===== src/rtl/dcm_drp_reconfig_ctrl_if.sv =====
// Request and DRP signal bundle between the DCM reconfiguration controller and
// its environment (requesting host, DCM_ADV DRP port and LOCKED status).
interface dcm_drp_reconfig_ctrl_if;
  logic        req;
  logic [5:0]  mult;
  logic [5:0]  div;
  logic        busy;
  logic        done;
  logic        err;
  logic [1:0]  err_code;
  logic        dcm_rst;
  logic [6:0]  daddr;
  logic [15:0] di;
  logic        den;
  logic        dwe;
  logic [15:0] drp_do;
  logic        drdy;
  logic        locked;

  // Host/DCM side: issues requests, answers DRP accesses, reports lock.
  modport master (
    output req, mult, div, drp_do, drdy, locked,
    input  busy, done, err, err_code, dcm_rst, daddr, di, den, dwe
  );

  // Controller side.
  modport slave (
    input  req, mult, div, drp_do, drdy, locked,
    output busy, done, err, err_code, dcm_rst, daddr, di, den, dwe
  );
endinterface


===== src/rtl/dcm_drp_reconfig_ctrl.sv =====
// Runtime CLKFX M/D reprogramming of a DCM_ADV over DRP: hold DCM in reset,
// read-modify-write the M/D register, release reset and wait for LOCKED.
module dcm_drp_reconfig_ctrl #(
  parameter logic [6:0]  DRP_ADDR     = 7'h50,
  parameter logic [15:0] FIELD_MASK   = 16'h1F1F,
  parameter int unsigned RST_HOLD_CYC = 8,
  parameter int unsigned DRDY_TIMEOUT = 64,
  parameter int unsigned LOCK_TIMEOUT = 1000000
) (
  input logic                    dclk_i,
  input logic                    rst_n_i,
  dcm_drp_reconfig_ctrl_if.slave ctrl_if
);

  localparam int unsigned LIM_A   = (DRDY_TIMEOUT > RST_HOLD_CYC) ? DRDY_TIMEOUT : RST_HOLD_CYC;
  localparam int unsigned MAX_LIM = (LIM_A > LOCK_TIMEOUT) ? LIM_A : LOCK_TIMEOUT;
  localparam int unsigned CNT_W   = $clog2(MAX_LIM + 1);

  localparam logic [1:0] ERR_NONE    = 2'b00;
  localparam logic [1:0] ERR_ILLEGAL = 2'b01;
  localparam logic [1:0] ERR_DRDY    = 2'b10;
  localparam logic [1:0] ERR_LOCK    = 2'b11;

  typedef enum logic [3:0] {
    S_IDLE, S_CHECK, S_ASSERT, S_RD, S_RD_WAIT, S_WR, S_WR_WAIT, S_HOLD, S_LOCK_WAIT
  } state_e;

  state_e             state_q, state_d;
  logic [CNT_W-1:0]   cnt_q, cnt_d;
  logic [5:0]         mult_q, mult_d;
  logic [5:0]         div_q, div_d;
  logic               busy_q, busy_d;
  logic               done_q, done_d;
  logic               err_q, err_d;
  logic [1:0]         err_code_q, err_code_d;
  logic               dcm_rst_q, dcm_rst_d;
  logic [6:0]         daddr_q, daddr_d;
  logic [15:0]        di_q, di_d;
  logic               den_q, den_d;
  logic               dwe_q, dwe_d;

  logic               md_legal_c;
  logic [15:0]        new_md_c;
  logic [15:0]        merged_c;
  logic [CNT_W-1:0]   cnt_lim_c;
  logic               expired_c;

  assign md_legal_c = (mult_q >= 6'd2) && (mult_q <= 6'd32) &&
                      (div_q >= 6'd1) && (div_q <= 6'd32);
  assign new_md_c   = {3'b000, 5'(mult_q - 6'd1), 3'b000, 5'(div_q - 6'd1)};
  assign merged_c   = (ctrl_if.drp_do & ~FIELD_MASK) | (new_md_c & FIELD_MASK);

  // Terminal count of the shared wait counter for the current wait state.
  always_comb begin
    cnt_lim_c = '0;
    case (state_q)
      S_RD_WAIT, S_WR_WAIT: cnt_lim_c = CNT_W'(DRDY_TIMEOUT - 1);
      S_HOLD:               cnt_lim_c = CNT_W'(RST_HOLD_CYC - 1);
      S_LOCK_WAIT:          cnt_lim_c = CNT_W'(LOCK_TIMEOUT - 1);
      default:              cnt_lim_c = '0;
    endcase
  end

  assign expired_c = (cnt_q == cnt_lim_c);

  // State and output registers; reset lands in HOLD so a startup lock sequence runs.
  always_ff @(posedge dclk_i) begin
    if (!rst_n_i) begin
      state_q    <= S_HOLD;
      cnt_q      <= '0;
      mult_q     <= '0;
      div_q      <= '0;
      busy_q     <= 1'b1;
      done_q     <= 1'b0;
      err_q      <= 1'b0;
      err_code_q <= ERR_NONE;
      dcm_rst_q  <= 1'b1;
      daddr_q    <= '0;
      di_q       <= '0;
      den_q      <= 1'b0;
      dwe_q      <= 1'b0;
    end else begin
      state_q    <= state_d;
      cnt_q      <= cnt_d;
      mult_q     <= mult_d;
      div_q      <= div_d;
      busy_q     <= busy_d;
      done_q     <= done_d;
      err_q      <= err_d;
      err_code_q <= err_code_d;
      dcm_rst_q  <= dcm_rst_d;
      daddr_q    <= daddr_d;
      di_q       <= di_d;
      den_q      <= den_d;
      dwe_q      <= dwe_d;
    end
  end

  // Next-state logic; DRDY is only honoured in the two DRP wait states.
  always_comb begin
    state_d = state_q;
    case (state_q)
      S_IDLE:      if (ctrl_if.req) state_d = S_CHECK;
      S_CHECK:     state_d = md_legal_c ? S_ASSERT : S_IDLE;
      S_ASSERT:    state_d = S_RD;
      S_RD:        state_d = S_RD_WAIT;
      S_RD_WAIT: begin
        if (ctrl_if.drdy)   state_d = S_WR;
        else if (expired_c) state_d = S_IDLE;
      end
      S_WR:        state_d = S_WR_WAIT;
      S_WR_WAIT: begin
        if (ctrl_if.drdy)   state_d = S_HOLD;
        else if (expired_c) state_d = S_IDLE;
      end
      S_HOLD:      if (expired_c) state_d = S_LOCK_WAIT;
      S_LOCK_WAIT: begin
        if (ctrl_if.locked) state_d = S_IDLE;
        else if (expired_c) state_d = S_IDLE;
      end
      default:     state_d = S_IDLE;
    endcase
  end

  // Next values of the registered outputs, counter and latched M/D.
  always_comb begin
    cnt_d      = cnt_q;
    mult_d     = mult_q;
    div_d      = div_q;
    busy_d     = (state_d != S_IDLE);
    done_d     = 1'b0;
    err_d      = 1'b0;
    err_code_d = err_code_q;
    dcm_rst_d  = dcm_rst_q;
    daddr_d    = daddr_q;
    di_d       = di_q;
    den_d      = 1'b0;
    dwe_d      = 1'b0;

    if (state_d != state_q)  cnt_d = '0;
    else if (cnt_q != '1)    cnt_d = cnt_q + CNT_W'(1);

    case (state_q)
      S_IDLE: begin
        if (ctrl_if.req) begin
          mult_d     = ctrl_if.mult;
          div_d      = ctrl_if.div;
          err_code_d = ERR_NONE;
        end
      end
      S_CHECK: begin
        if (!md_legal_c) begin
          err_d      = 1'b1;
          err_code_d = ERR_ILLEGAL;
        end
      end
      S_RD_WAIT: begin
        if (ctrl_if.drdy) begin
          di_d = merged_c;
        end else if (expired_c) begin
          err_d      = 1'b1;
          err_code_d = ERR_DRDY;
        end
      end
      S_WR_WAIT: begin
        if (!ctrl_if.drdy && expired_c) begin
          err_d      = 1'b1;
          err_code_d = ERR_DRDY;
        end
      end
      S_LOCK_WAIT: begin
        if (ctrl_if.locked) begin
          done_d = 1'b1;
        end else if (expired_c) begin
          err_d      = 1'b1;
          err_code_d = ERR_LOCK;
        end
      end
      default: ;
    endcase

    // DCM_RST keeps its last value in IDLE/CHECK, so a DRDY abort leaves the DCM held.
    case (state_d)
      S_ASSERT, S_RD_WAIT, S_WR_WAIT, S_HOLD: dcm_rst_d = 1'b1;
      S_RD: begin
        dcm_rst_d = 1'b1;
        den_d     = 1'b1;
        daddr_d   = DRP_ADDR;
      end
      S_WR: begin
        dcm_rst_d = 1'b1;
        den_d     = 1'b1;
        dwe_d     = 1'b1;
        daddr_d   = DRP_ADDR;
      end
      S_LOCK_WAIT: dcm_rst_d = 1'b0;
      default: ;
    endcase
  end

  assign ctrl_if.busy     = busy_q;
  assign ctrl_if.done     = done_q;
  assign ctrl_if.err      = err_q;
  assign ctrl_if.err_code = err_code_q;
  assign ctrl_if.dcm_rst  = dcm_rst_q;
  assign ctrl_if.daddr    = daddr_q;
  assign ctrl_if.di       = di_q;
  assign ctrl_if.den      = den_q;
  assign ctrl_if.dwe      = dwe_q;

endmodule


===== src/flat_wrapper.sv =====
// flat-port wrapper written by rule: the top's interface ports become plain ports
module dcm_drp_reconfig_ctrl_flat 
#(
  parameter logic [6:0]  DRP_ADDR     = 7'h50,
  parameter logic [15:0] FIELD_MASK   = 16'h1F1F,
  parameter int unsigned RST_HOLD_CYC = 8,
  parameter int unsigned DRDY_TIMEOUT = 64,
  parameter int unsigned LOCK_TIMEOUT = 1000000
)
  (dclk_i, rst_n_i, ctrl_if_req, ctrl_if_mult, ctrl_if_div, ctrl_if_drp_do, ctrl_if_drdy, ctrl_if_locked, ctrl_if_busy, ctrl_if_done, ctrl_if_err, ctrl_if_err_code, ctrl_if_dcm_rst, ctrl_if_daddr, ctrl_if_di, ctrl_if_den, ctrl_if_dwe);
  dcm_drp_reconfig_ctrl_if ctrl_if_i ();
  input logic dclk_i;
  input logic rst_n_i;
  input wire logic [$bits(ctrl_if_i.req)-1:0] ctrl_if_req;
  input wire logic [$bits(ctrl_if_i.mult)-1:0] ctrl_if_mult;
  input wire logic [$bits(ctrl_if_i.div)-1:0] ctrl_if_div;
  input wire logic [$bits(ctrl_if_i.drp_do)-1:0] ctrl_if_drp_do;
  input wire logic [$bits(ctrl_if_i.drdy)-1:0] ctrl_if_drdy;
  input wire logic [$bits(ctrl_if_i.locked)-1:0] ctrl_if_locked;
  output wire logic [$bits(ctrl_if_i.busy)-1:0] ctrl_if_busy;
  output wire logic [$bits(ctrl_if_i.done)-1:0] ctrl_if_done;
  output wire logic [$bits(ctrl_if_i.err)-1:0] ctrl_if_err;
  output wire logic [$bits(ctrl_if_i.err_code)-1:0] ctrl_if_err_code;
  output wire logic [$bits(ctrl_if_i.dcm_rst)-1:0] ctrl_if_dcm_rst;
  output wire logic [$bits(ctrl_if_i.daddr)-1:0] ctrl_if_daddr;
  output wire logic [$bits(ctrl_if_i.di)-1:0] ctrl_if_di;
  output wire logic [$bits(ctrl_if_i.den)-1:0] ctrl_if_den;
  output wire logic [$bits(ctrl_if_i.dwe)-1:0] ctrl_if_dwe;
  assign ctrl_if_i.req = ctrl_if_req;
  assign ctrl_if_i.mult = ctrl_if_mult;
  assign ctrl_if_i.div = ctrl_if_div;
  assign ctrl_if_i.drp_do = ctrl_if_drp_do;
  assign ctrl_if_i.drdy = ctrl_if_drdy;
  assign ctrl_if_i.locked = ctrl_if_locked;
  assign ctrl_if_busy = ctrl_if_i.busy;
  assign ctrl_if_done = ctrl_if_i.done;
  assign ctrl_if_err = ctrl_if_i.err;
  assign ctrl_if_err_code = ctrl_if_i.err_code;
  assign ctrl_if_dcm_rst = ctrl_if_i.dcm_rst;
  assign ctrl_if_daddr = ctrl_if_i.daddr;
  assign ctrl_if_di = ctrl_if_i.di;
  assign ctrl_if_den = ctrl_if_i.den;
  assign ctrl_if_dwe = ctrl_if_i.dwe;
  dcm_drp_reconfig_ctrl #(.DRP_ADDR(DRP_ADDR), .FIELD_MASK(FIELD_MASK), .RST_HOLD_CYC(RST_HOLD_CYC), .DRDY_TIMEOUT(DRDY_TIMEOUT), .LOCK_TIMEOUT(LOCK_TIMEOUT)) u_core (.dclk_i(dclk_i), .rst_n_i(rst_n_i), .ctrl_if(ctrl_if_i));
endmodule

===== config.mk =====
export PLATFORM = sky130hd
export DESIGN_NAME = dcm_drp_reconfig_ctrl_flat
export DESIGN_NICKNAME = d
export VERILOG_FILES = /design/src/rtl/dcm_drp_reconfig_ctrl_if.sv /design/src/rtl/dcm_drp_reconfig_ctrl.sv /design/src/flat_wrapper.sv
export SDC_FILE = /design/constraint.sdc
export NUM_CORES = 1
export LEC_CHECK = 0
export CORE_ASPECT_RATIO = 1.25
export CORE_MARGIN = 5
export CORE_UTILIZATION = 50
export DETAILED_ROUTE_END_ITERATION = 12
export HOLD_SLACK_MARGIN = 0.1
export PLACE_DENSITY = 0.86
export SETUP_SLACK_MARGIN = 0.2
export SYNTH_ARGS = -nofsm -noshare
export SYNTH_HDL_FRONTEND = slang
export SYNTH_SLANG_ARGS = --single-unit
export TNS_END_PERCENT = 20

===== constraint.sdc =====
create_clock -name dclk_i -period 4 [get_ports dclk_i]
set_input_delay 1 -clock dclk_i [delete_from_list [all_inputs] [get_ports dclk_i]]
set_output_delay 1 -clock dclk_i [all_outputs]
set_load 0.05 [all_outputs]

==> reports/summary.md <==
In this run the static leakage power is 1.39 nW. The total negative slack is 0 ns, and the final worst slack is 0.866 ns. Along the worst path, the maximum fanout reaches 20.

Among cell families on the critical path, the largest total delay comes from simple AND/OR/NAND/NOR gates. Number of hold violations in the final report: 0. Among all flip-flop cells after synthesis, the most frequent one is dfxtp_1.

The fraction of synthesized area in multiplexers was 4.29%; the combined area of all synthesized cells was 3030 um^2. The number of cells on the worst hold path was 2. The shortest clock period the worst path allows after layout was 3.13 ns; the combined global-route utilization of all metal layers was 18.4%. The source of the worst register-to-register timing path is u_core.state_q[3]. The worst setup path is launched from a register. Total wirelength of the detailed-routed design: 6940 um. The net count reported at finish is 440, and the critical path buffer and inverter count is 1. For the power after layout, the log shows 1.95 mW. Routability-driven placement finished with a final weighted congestion of 0.907.

Summed over its instances, the top area cell type makes up 40.3% of the synthesized netlist area. After synthesis, the share of flip-flops with an asynchronous set or reset is 0%. The pin count of the biggest net entering global routing is 33. Of the available clock period, the critical path in the final layout requires 78.4%. Across the routed clock network, the largest skew measured is 0.00982 ns.

Yosys attributes the largest share of cell area to dfxtp_1 40%, nor2_1 6.8%, mux2i_1 4.3%. The largest single stage delay on the critical path is 0.67 ns. The cell sitting at the root of the clock tree is a clkbuf_8.

The count of nets left with antenna violations once routing finished came out at 0. The number of placed I/O pins was 64. Traced cell by cell, the critical path runs through or4b_4 > or4_4 > a221oi_4 > a21boi_1 > o221ai_2 > buf_4 > nor3_1. The slowest stage of the critical path is the dfxtp_1 cell.

Relative to the synthesized area, the layout overhead comes to 22.2%. The logs give 0.35 ns for the clock latency of the later-clocked register in the worst-skew pair and 7730 um^2 for the full die area. For the sequential fraction of the synthesis area, the log shows 40.3%. For this block, the via count after detailed routing is 2,724. In the synthesized netlist, the cells that appear most often are 61 x dfxtp_1, 55 x nor2_1, 26 x nand2_1.

The data arrival time of the critical path was 3.36 ns. A synthesized cell averages 8.36 um^2. Biggest area consumer among synthesized cells: dfxtp_1. The final setup violation count was 0; the ratio of routed vias to standard cells was 5.58.

After the first detailed-routing iteration, the DRC count stood at 214. Total half-perimeter wirelength after legalization and detailed placement: 4940 um. The run gives 63.3% as the core utilization of the finished layout. For the pin with the worst max-slew slack, the measured transition is 0.971 ns.

Data on the critical path is required at its endpoint by 4.23 ns. Hold timing on the final database bottoms out at a slack of 0.458 ns. TritonCTS built the clock tree. The run finished with clean final reports. The worst setup path is captured at a register. From left edge to right edge, the die measures 79.7 um. The initial utilization of the core area, before any placement, comes to 51.8%. The tightest min-delay check is of the reg -> reg type. The number of hold buffers added after CTS was 0. The number of antenna violations at the first check in global routing was 0. The synthesized netlist devotes 16.4% of its cell area to compound gates.

The worst-case headroom to the max-slew limit is 35.2%, and the xor/xnor cell area share of the yosys netlist is 5.49%. The post-synthesis share of cell area spent on full adders, half adders and majority gates is 2.48%, and the layout cell share with drive strength beyond 1 is 6.16%. For the first-pass iteration count of the detailed router, the log shows 4. Summing the areas of all and, or, nand and nor instances in the mapped netlist gives 24.9% of the synthesized area. For this design, the sink count on the clock tree is 61. Gates resized during post-CTS repair numbered 0. For the count of H-tree levels built during CTS, the log shows 3. The distinct cell type count after synthesis is 53. The initialized floorplan defines 31 standard-cell rows. The startpoint identified for the worst hold timing path is u_core.ctrl_if.di[7]. The combinational family with the most area after synthesis is simple AND/OR/NAND/NOR gates. Most repeated cell in the gate-level netlist after synthesis: dfxtp_1. For the number of global-route vias before repair, the log shows 2,690. Clock-pin slew was measured on the worst setup and hold paths at 0.06 ns. The count of state elements after synthesis works out to 61. The core region is 5860 um^2.

Counting every instance in the synthesized netlist gives 363. The logs give 0 for the max-slew violation total from the final report and 0 for the total number of yosys warnings. In this run the vertical extent of the chip is 97.1 um.

In this run the critical register-to-register path is captured at u_core.cnt_q[2]. The highest clock rate was 319 MHz; the count of flip-flops with a built-in enable after synthesis was 0. For the post-CTS setup repair buffer count, the log shows 0. Prior to clock tree synthesis, the placed netlist has a worst setup slack of 0.927 ns. Peak supply drop: 282 uV. TritonCTS created 9 clock buffers.

Average detailed-routed wire length per instance: 14.2 um. After detailed routing, the number of remaining DRC violations is 0. The tool flagged a number of max-cap violations equal to 0. By startpoint and endpoint, the worst setup path is classified as reg -> reg. Setup repair after global routing left no endpoint under its margin. After global routing the overflow that remains totals 0.

Measured in cells, the most critical reg-to-reg path has a length of 7. The port buffer count came out at 48. The run gives 2 as the number of buffers on the longest clock path. Total inserted antenna cells: 0.

The tools report the worst min-delay path endpoint as u_core.ctrl_if.di[7]. The first-pass GRT wire length was 11,600 um; the worst-case register-to-register setup slack was 0.87 ns. The areal power density over the cells is 525 nW/um^2.
## logic make-up after synthesis
family,after synthesis
AND/OR/NAND/NOR,154
AO/OA/AOI/OAI,69
flip-flops,61
buffers and inverters,40
XOR/XNOR,19
multiplexers,13
adder cells (fa/ha/maj),6
other,1
## sequential cells by signal, summed over array words and instances, names as in the netlist
name / flops
u_core.cnt_q: 20
u_core.ctrl_if.di: 16
u_core.div_q: 6
u_core.mult_q: 6
u_core.state_q: 4
u_core.ctrl_if.err_code: 2
u_core.ctrl_if.busy: 1
u_core.ctrl_if.daddr: 1
u_core.ctrl_if.dcm_rst: 1
u_core.ctrl_if.den: 1
u_core.ctrl_if.done: 1
u_core.ctrl_if.dwe: 1
u_core.ctrl_if.err: 1
## per-layer routing
| layer | track usage [%] | share of wire, % |
|---|---|---|
| met1 | 20.8 | 40 |
| met2 | 30.6 | 50 |
| met3 | 5.19 | 7.4 |
| met4 | 10.2 | 2.7 |
| met5 | 0 | 0 |
## metrics by stage
stage	area (um^2)	instances
2_1_floorplan	3050	367
3_3_place_gp	3510	472
3_5_place_dp	3510	472
4_1_cts	3710	488
5_1_grt	3710	488
6_report	3710	488
## report_power, final
group	leakage, nW	internal [mW]	total [mW]	switching [mW]
clock	0.0943	0.302	0.546	0.245
combinational	0.806	0.239	0.660	0.421
sequential	0.493	0.661	0.740	0.0793
## cell usage in the layout (no fill, tap or decap), drive strengths merged, types with 3 or more instances in the layout
| master | n |
|---|---|
| or3 | 6 |
| o21ai | 7 |
| clkbuf | 10 |
| xnor2 | 13 |
| nor4b | 3 |
| nand2 | 27 |
| nand4 | 4 |
| dfxtp | 61 |
| inv | 14 |
| clkdlybuf4s50 | 48 |
| nor3 | 13 |
| o211ai | 4 |
| clkinvlp | 3 |
| conb | 5 |
| a211oi | 13 |
| ha | 6 |
| a21oi | 19 |
| nand3 | 17 |
| and3 | 7 |
| a31oi | 6 |
| nor2 | 55 |
| nor4 | 6 |
| xor2 | 6 |
| a311oi | 4 |
| mux2i | 13 |
## area by class of cell
class / instances / area, um^2
Fill cell: 495 / 2150
Multi-Input combinational cell: 266 / 1640
Sequential cell: 61 / 1220
Timing Repair Buffer: 49 / 488
Clock buffer: 10 / 138
Tap cell: 82 / 103
Clock inverter: 6 / 62.6
Inverter: 14 / 52.6
## worst register-to-register path, stage by stage (launching register included)
cell and delay (ns):
dfxtp_1 0.67, or4b_4 0.57, or4_4 0.56, a221oi_4 0.47, a21boi_1 0.19, o221ai_2 0.19, buf_4 0.27, nor3_1 0.09
## worst max path at each step
| stage | slack [ns] | cells past startpoint | from | endpoint |
|---|---|---|---|---|
| 2_1_floorplan | 1.47 | 7 | u_core.state_q[3] | u_core.ctrl_if.dcm_rst |
| 3_3_place_gp | 0.97 | 7 | u_core.state_q[3] | u_core.cnt_q[18] |
| 3_5_place_dp | 0.93 | 7 | u_core.state_q[3] | u_core.cnt_q[18] |
| 4_1_cts | 0.90 | 7 | u_core.state_q[3] | u_core.cnt_q[18] |
| 5_1_grt | 0.72 | 7 | u_core.state_q[3] | u_core.cnt_q[2] |
| 6_report | 0.87 | 7 | u_core.state_q[3] | u_core.cnt_q[2] |
No activity file was read; power rests on OpenSTA's default activity.
